File: src/rtl/stream_mux_rr.sv
// N-channel valid/ready stream multiplexer with a single registered output stage.
// Channel choice is round-robin (MODE=0) or driven by an external select (MODE=1).
module stream_mux_rr #(
    parameter int WIDTH = 8,
    parameter int N     = 4,
    parameter int SELW  = $clog2(N),
    parameter int MODE  = 0
) (
    input  logic               clk,
    input  logic               rst,
    input  logic [N*WIDTH-1:0] in_data,
    input  logic [N-1:0]       in_valid,
    output logic [N-1:0]       in_ready,
    input  logic [SELW-1:0]    sel,
    output logic [WIDTH-1:0]   out_data,
    output logic [SELW-1:0]    out_chan,
    output logic               out_valid,
    input  logic               out_ready
);

    logic [SELW-1:0]  ptr_reg;
    logic [N-1:0]     grant;
    logic [SELW-1:0]  grant_idx;
    logic             grant_any;
    logic             load_en;
    logic [WIDTH-1:0] chan_data [N];
    int               scan_idx;

    assign load_en = !out_valid || out_ready;

    for (genvar gi = 0; gi < N; gi++) begin : g_chan
        assign chan_data[gi] = in_data[gi*WIDTH +: WIDTH];
        // Held low during reset even though the empty stage would otherwise accept.
        assign in_ready[gi]  = grant[gi] && load_en && !rst;
    end

    always_comb begin
        grant     = '0;
        grant_idx = '0;
        grant_any = 1'b0;
        scan_idx  = 0;
        if (MODE == 0) begin
            // Cyclic scan starting at the pointer; the first valid channel wins.
            for (int k = 0; k < N; k++) begin
                scan_idx = int'(ptr_reg) + k;
                if (scan_idx >= N) begin
                    scan_idx = scan_idx - N;
                end
                if (!grant_any && in_valid[scan_idx]) begin
                    grant[scan_idx] = 1'b1;
                    grant_idx       = SELW'(scan_idx);
                    grant_any       = 1'b1;
                end
            end
        end else begin
            if (int'(sel) < N) begin
                if (in_valid[sel]) begin
                    grant[sel] = 1'b1;
                    grant_idx  = sel;
                    grant_any  = 1'b1;
                end
            end
        end
    end

    always_ff @(posedge clk or posedge rst) begin
        if (rst) begin
            out_valid <= 1'b0;
            out_data  <= '0;
            out_chan  <= '0;
            ptr_reg   <= '0;
        end else begin
            if (grant_any && load_en) begin
                out_data  <= chan_data[grant_idx];
                out_chan  <= grant_idx;
                out_valid <= 1'b1;
                if (MODE == 0) begin
                    ptr_reg <= (int'(grant_idx) == N - 1) ? '0 : grant_idx + 1'b1;
                end
            end else if (out_ready) begin
                out_valid <= 1'b0;
            end
        end
    end

endmodule

File: config.mk
export PLATFORM = sky130hd
export DESIGN_NAME = stream_mux_rr
export DESIGN_NICKNAME = d
export VERILOG_FILES = /design/src/rtl/stream_mux_rr.sv
export SDC_FILE = /design/constraint.sdc
export NUM_CORES = 1
export LEC_CHECK = 0
export CORE_ASPECT_RATIO = 0.9
export CORE_MARGIN = 5
export CORE_UTILIZATION = 43
export CTS_CLUSTER_SIZE = 25
export DETAILED_ROUTE_END_ITERATION = 8
export PLACE_DENSITY = 0.77
export SETUP_SLACK_MARGIN = 0.5
export SYNTH_ARGS = -nofsm -noshare
export SYNTH_HDL_FRONTEND = slang
export SYNTH_SLANG_ARGS = --single-unit
File: constraint.sdc
create_clock -name clk -period 9.9 [get_ports clk]
set_clock_uncertainty 0.2 [all_clocks]
set_input_delay 1.98 -clock clk [delete_from_list [all_inputs] [get_ports clk]]
set_output_delay 1.98 -clock clk [all_outputs]
set_load 0.02 [all_outputs]
Yosys cells after proc, flatten, opt, wreduce, memory -nomap -nowiden --
Cells that the tools add are included.
Cells by class: add/subtract/negate cells 8, reductions and logical operators 23, equal/unequal tests 1, $lt $le $gt $ge 13, bitwise logic cells 4, muxes and demuxes 42
Operator list (count):
- 32-bit by 1-bit greater-or-equal comparator with 1-bit output (second input constant) | 4
- 32-bit by 4-bit < comparator with 1-bit output (second input constant) | 4
- 32-bit two-way mux | 4
- 1-bit two-way mux | 18
- 8-bit binary-select mux with 2-bit select | 1
- 1-bit logical AND | 16
- 4-bit two-way mux | 4
- 8-bit two-way mux | 2
- 3-bit greater-or-equal comparator (second input constant) | 4
- 4-bit bitwise OR | 3
- 3-bit by 3-bit subtractor with 4-bit output (second input constant) | 3
- 2-bit two-way mux | 5
- 1-bit binary-select mux with 2-bit select | 4
- 1-bit demux with 2-bit select | 4
- 2-bit by 2-bit adder with 3-bit output (second input constant) | 2
- 1-bit logical NOT | 5
- 2-bit by 3-bit subtractor with 4-bit output (second input constant) | 1
- 2-bit by 1-bit adder with 3-bit output (second input constant) | 1
- 2-bit by 3-bit greater-or-equal comparator with 1-bit output (second input constant) | 1
- 2-bit inverter with 3-bit output | 1
- 2-bit by 1-bit adder with 2-bit output (second input constant) | 1
- 2-bit by 1-bit equality test with 1-bit output (second input constant) | 1
- 2-bit nonzero test | 1
- 1-bit logical OR | 1
Storage, ports and cells: bits in registers 13, output and inout port bits 15, logic and storage cells 95

Depth between registers and ports, before layout --
depth in word-level cells 19, depth in mapped cells 11

Worst setup path before layout --
No wires, ideal clock.
kind input-to-output, from in in_valid[0], to out in_ready[0], data required time 7.720 ns, setup slack 3.984 ns, arrival 3.736 ns, stages on the path 7, cells stage by stage buf_2 > mux4_2 > nor2_4 > buf_2 > a22o_1 > a22oi_1 > a21oi_1
On the way: cells in the longest elaborated chain, start to end 15, elaborated cells between the ends (all ways) 30
Ends and longest elaborated chain:
- start: declaration | line 12 | input logic [N-1:0] in_valid,
- 1-bit binary-select mux with 2-bit select | line 49 | if (!grant_any && in_valid[scan_idx]) begin
- 1-bit two-way mux (implied by the code) (2 in series) | line 49
- 1-bit two-way mux | line 49
- 1-bit logical NOT | line 49
- 1-bit logical AND | line 49
- 1-bit two-way mux | line 49
- 1-bit logical NOT | line 49
- 1-bit logical AND | line 49
- 1-bit two-way mux | line 49
- 1-bit logical NOT | line 49
- 1-bit logical AND | line 49
- 4-bit two-way mux (*) | line 49
- 1-bit logical AND (*) (2 in series) | line 34 | assign in_ready[gi] = grant[gi] && load_en && !rst;
- end: declaration | line 13 | output logic [N-1:0] in_ready,
Every way passes the cells marked *; elsewhere a longest branch is shown, timed or not. The select of a mux whose other input is x is not followed.

Worst setup path in the final report --
from in in_valid[1], to out in_ready[1]
The elaborated chain is that of the path after synthesis.

==> impl_metrics.ini <==
[outcome]
status = completed

[clock_tree]
number_of_post_cts_setup_repair_buffers = 0
clk_pin_slew_worst_paths_ns = 0.06
cts_max_level = 1
cts-resized-gates = 0
clock_network_latency_to_the_later_pin_of_the_worst_skew_pair_ns = 0.25
clock-sinks = 13
cts_tree = built
post_cts_hold_buffer_count = 0
cts-root-buf = clkbuf_8
cts-buffers-inserted = 3
cts-root-to-sink-buffers = 2

[floorplanning]
number_of_primary_i_o_pins = 56
start_util_pct = 44.0
standard_cell_row_count = 21
die_h_um = 68.2
core_area_um2 = 3680
die_width_um = 74.7
dieArea_um2 = 5090

[detailed_routing]
drt_iter0_drc = 87
routed_wirelength_um = 4530
num_vias = 1586
post-route-drc-count = 0
antenna_left = 0
drt-vias-per-instance = 5.75
wire_per_inst_um = 16.4
drt_pass1_iterations = 4

[timing]
worst_rel_slew_slack_pct = 54.7
final_report_hold_violation_count = 0
worst_pin_slew_ns = 0.676
setup_viol_count_final = 0
max_clock_freq_ghz = 0.144
fin_crit_sh_pct = 69.9
final_period_minus_worst_setup_slack_ns = 6.92
timing.setup.tns_ns = 0
timing_max_transition_violations_final = 0
setup_repair_after_global_routing_missed_its_margin = no

[placement]
port_buffers = 53
detailed_place_hpwl_um = 3370
place_congestion = 0.775
placedInstanceArea_um2 = 2140

[yosys]
netlist.area_leader.share_pct = 20.1
postSynthRegisterBits = 13
post_synth_instance_area_um2 = 1620
synth_area_leaders = dfrtp_1 (20%), mux2_2 (7.0%), mux2i_1 (5.6%), a22oi_1 (5.1%), nand2_1 (4.9%)
yosys.cell_types.count = 46
postSynth.asyncResetShare_pct = 100
postSynth.topFlopCell = dfrtp_1
postSynthAreaPerCell_um2 = 8.75
synth_edf_count = 0
synth_top_area_cell = dfrtp_1
synthesis_warning_total = 0
syn_inst = 185
yosysSeqAreaShare_pct = 20.1
synth_fp_nets = 231

[pwr]
power_density_nw_per_um2 = 303
max-vdd-ir-drop_mv = 0.183
p_leak_nw = 0.862

[cells_and_area]
mostFrequentLayoutCell = clkdlybuf4s50_1
final_net_count = 277
total_of_fill_cells_in_the_finished_design = 318
final_cell_mix = clkdlybuf4s50_1 (53), nand2_1 (21), inv_1 (14)
fin_area_um2 = 2180
largest_register_ffs = 8
area_growth_syn_to_layout_pct = 34.9
final_layout_size_suffix_gt1_share_pct = 13.9
num_antenna_cells = 0
finalCoreUtilization_pct = 59.4

[worst_setup_path]
peak_fanout_along_the_critical_path = 19
worstPathArrival_ns = 4.74
slowest_stage = mux4_2
ws_path_type = in2out
worst-r2r-cell-count = 7
cp-end-kind = primary output
crit-reg2reg-launch = ptr_reg[1]
crit_path_launch_type = primary input
setup.reg_to_reg.worst_slack_ns = 6.45
cp_cell_sequence = clkdlybuf4s50_1 > mux4_2 > nor2_4 > a22o_1 > a22oi_1 > a21oi_1 > clkdlybuf4s50_1
r2r_endpoint = out_data[0]
slowest_delay_ns = 0.64
timing.critical_path.mode_cell = clkdlybuf4s50_1
cp.required_ns = 7.72

[global_route]
wire_length_of_the_first_global_routing_pass_um = 7560
grt_max_degree = 39
grtUsageTotal_pct = 18.8
grt_antenna_before_repair = 0
total_congestion_overflow = 0
via_count_of_the_first_global_routing_pass = 1601

[min_path]
hold_path_origin = out_chan[0]
hold-path-endpoint = out_chan[0]
worst_hold_path.num_cells = 1
hold_path_class = reg2reg

[flow_run]
cap_violations = 0
==> synth_stat cells (all sizes together), types with 2 or more instances <==
master   n
a211oi   7
a21o     6
a21oi   13
a221oi   8
a22o     5
a22oi   11
buf      7
clkbuf   7
dfrtp   13
ha       5
inv     14
mux2    11
mux2i   11
mux4     3
nand2   21
nand3    8
nor2    11
nor3     2
o2111a   3
o21ai    4
o32ai    2
==> metal layers <==
layer  GRT usage [%]  wire length (um)  vias to the layer above
met5               0                 0                        -
met2            29.8              2140                       40
met1            26.0              2100                      751
met4            4.00                28                        0
li1                -                 -                      791
met3            4.55               263                        4
==> logic make-up after synthesis <==
kind of cell | synth area share, %
and+or+nand+nor | 13.8
adders and majority gates | 3.86
DFF | 20.1
AOI/OAI and AO/OA | 34.0
buffers and inverters | 8.42
muxes | 19.9
==> critical path: cells and delay by family <==
kind	cells	cell delay [ns]
compound gates	3	0.44
simple gates	1	0.45
mux	1	0.64
buf+inv	2	1.22
==> area by class of cell <==
| type | count | area (um2) | share of cell area [%] |
|---|---|---|---|
| multi-input cells | 144 | 1160 | 53.0 |
| clock buffers | 3 | 41.3 | 1.89 |
| clock inverters | 1 | 5.00 | 0.229 |
| inverters | 14 | 52.6 | 2.41 |
| repair buffers | 55 | 546 | 25.0 |
| well taps | 46 | 57.6 | 2.63 |
| flip-flops and latches | 13 | 325 | 14.9 |
==> worst max path at each step <==
stage / start / end / slack (ns)
6_report: in_valid[1] / in_ready[1] / 2.98
5_1_grt: in_valid[1] / in_ready[1] / 2.84
4_1_cts: in_valid[1] / in_ready[2] / 2.98
3_5_place_dp: in_valid[1] / in_ready[2] / 2.97
3_3_place_gp: in_valid[1] / in_ready[2] / 3.02
2_1_floorplan: in_valid[0] / in_ready[0] / 3.98
==> where the power goes <==
group / switching (mW) / internal, mW
sequential: 0.0171 / 0.0790
combinational: 0.287 / 0.230
clock: 0.0210 / 0.0279
==> per-stage QoR <==
step / cells / worst slack (ns) / power (mW) / hold WS (ns)
global route: 276 / 2.84 / 0.715 / 0.340
floorplan: 185 / 3.98 / 0.496 / 0.421
detailed placement: 272 / 2.97 / 0.612 / 0.295
finish: 276 / 2.98 / 0.661 / 0.316
CTS: 276 / 2.98 / 0.663 / 0.320
global placement: 272 / 3.02 / 0.603 / 0.302
No activity file was read; power rests on OpenSTA's default activity.
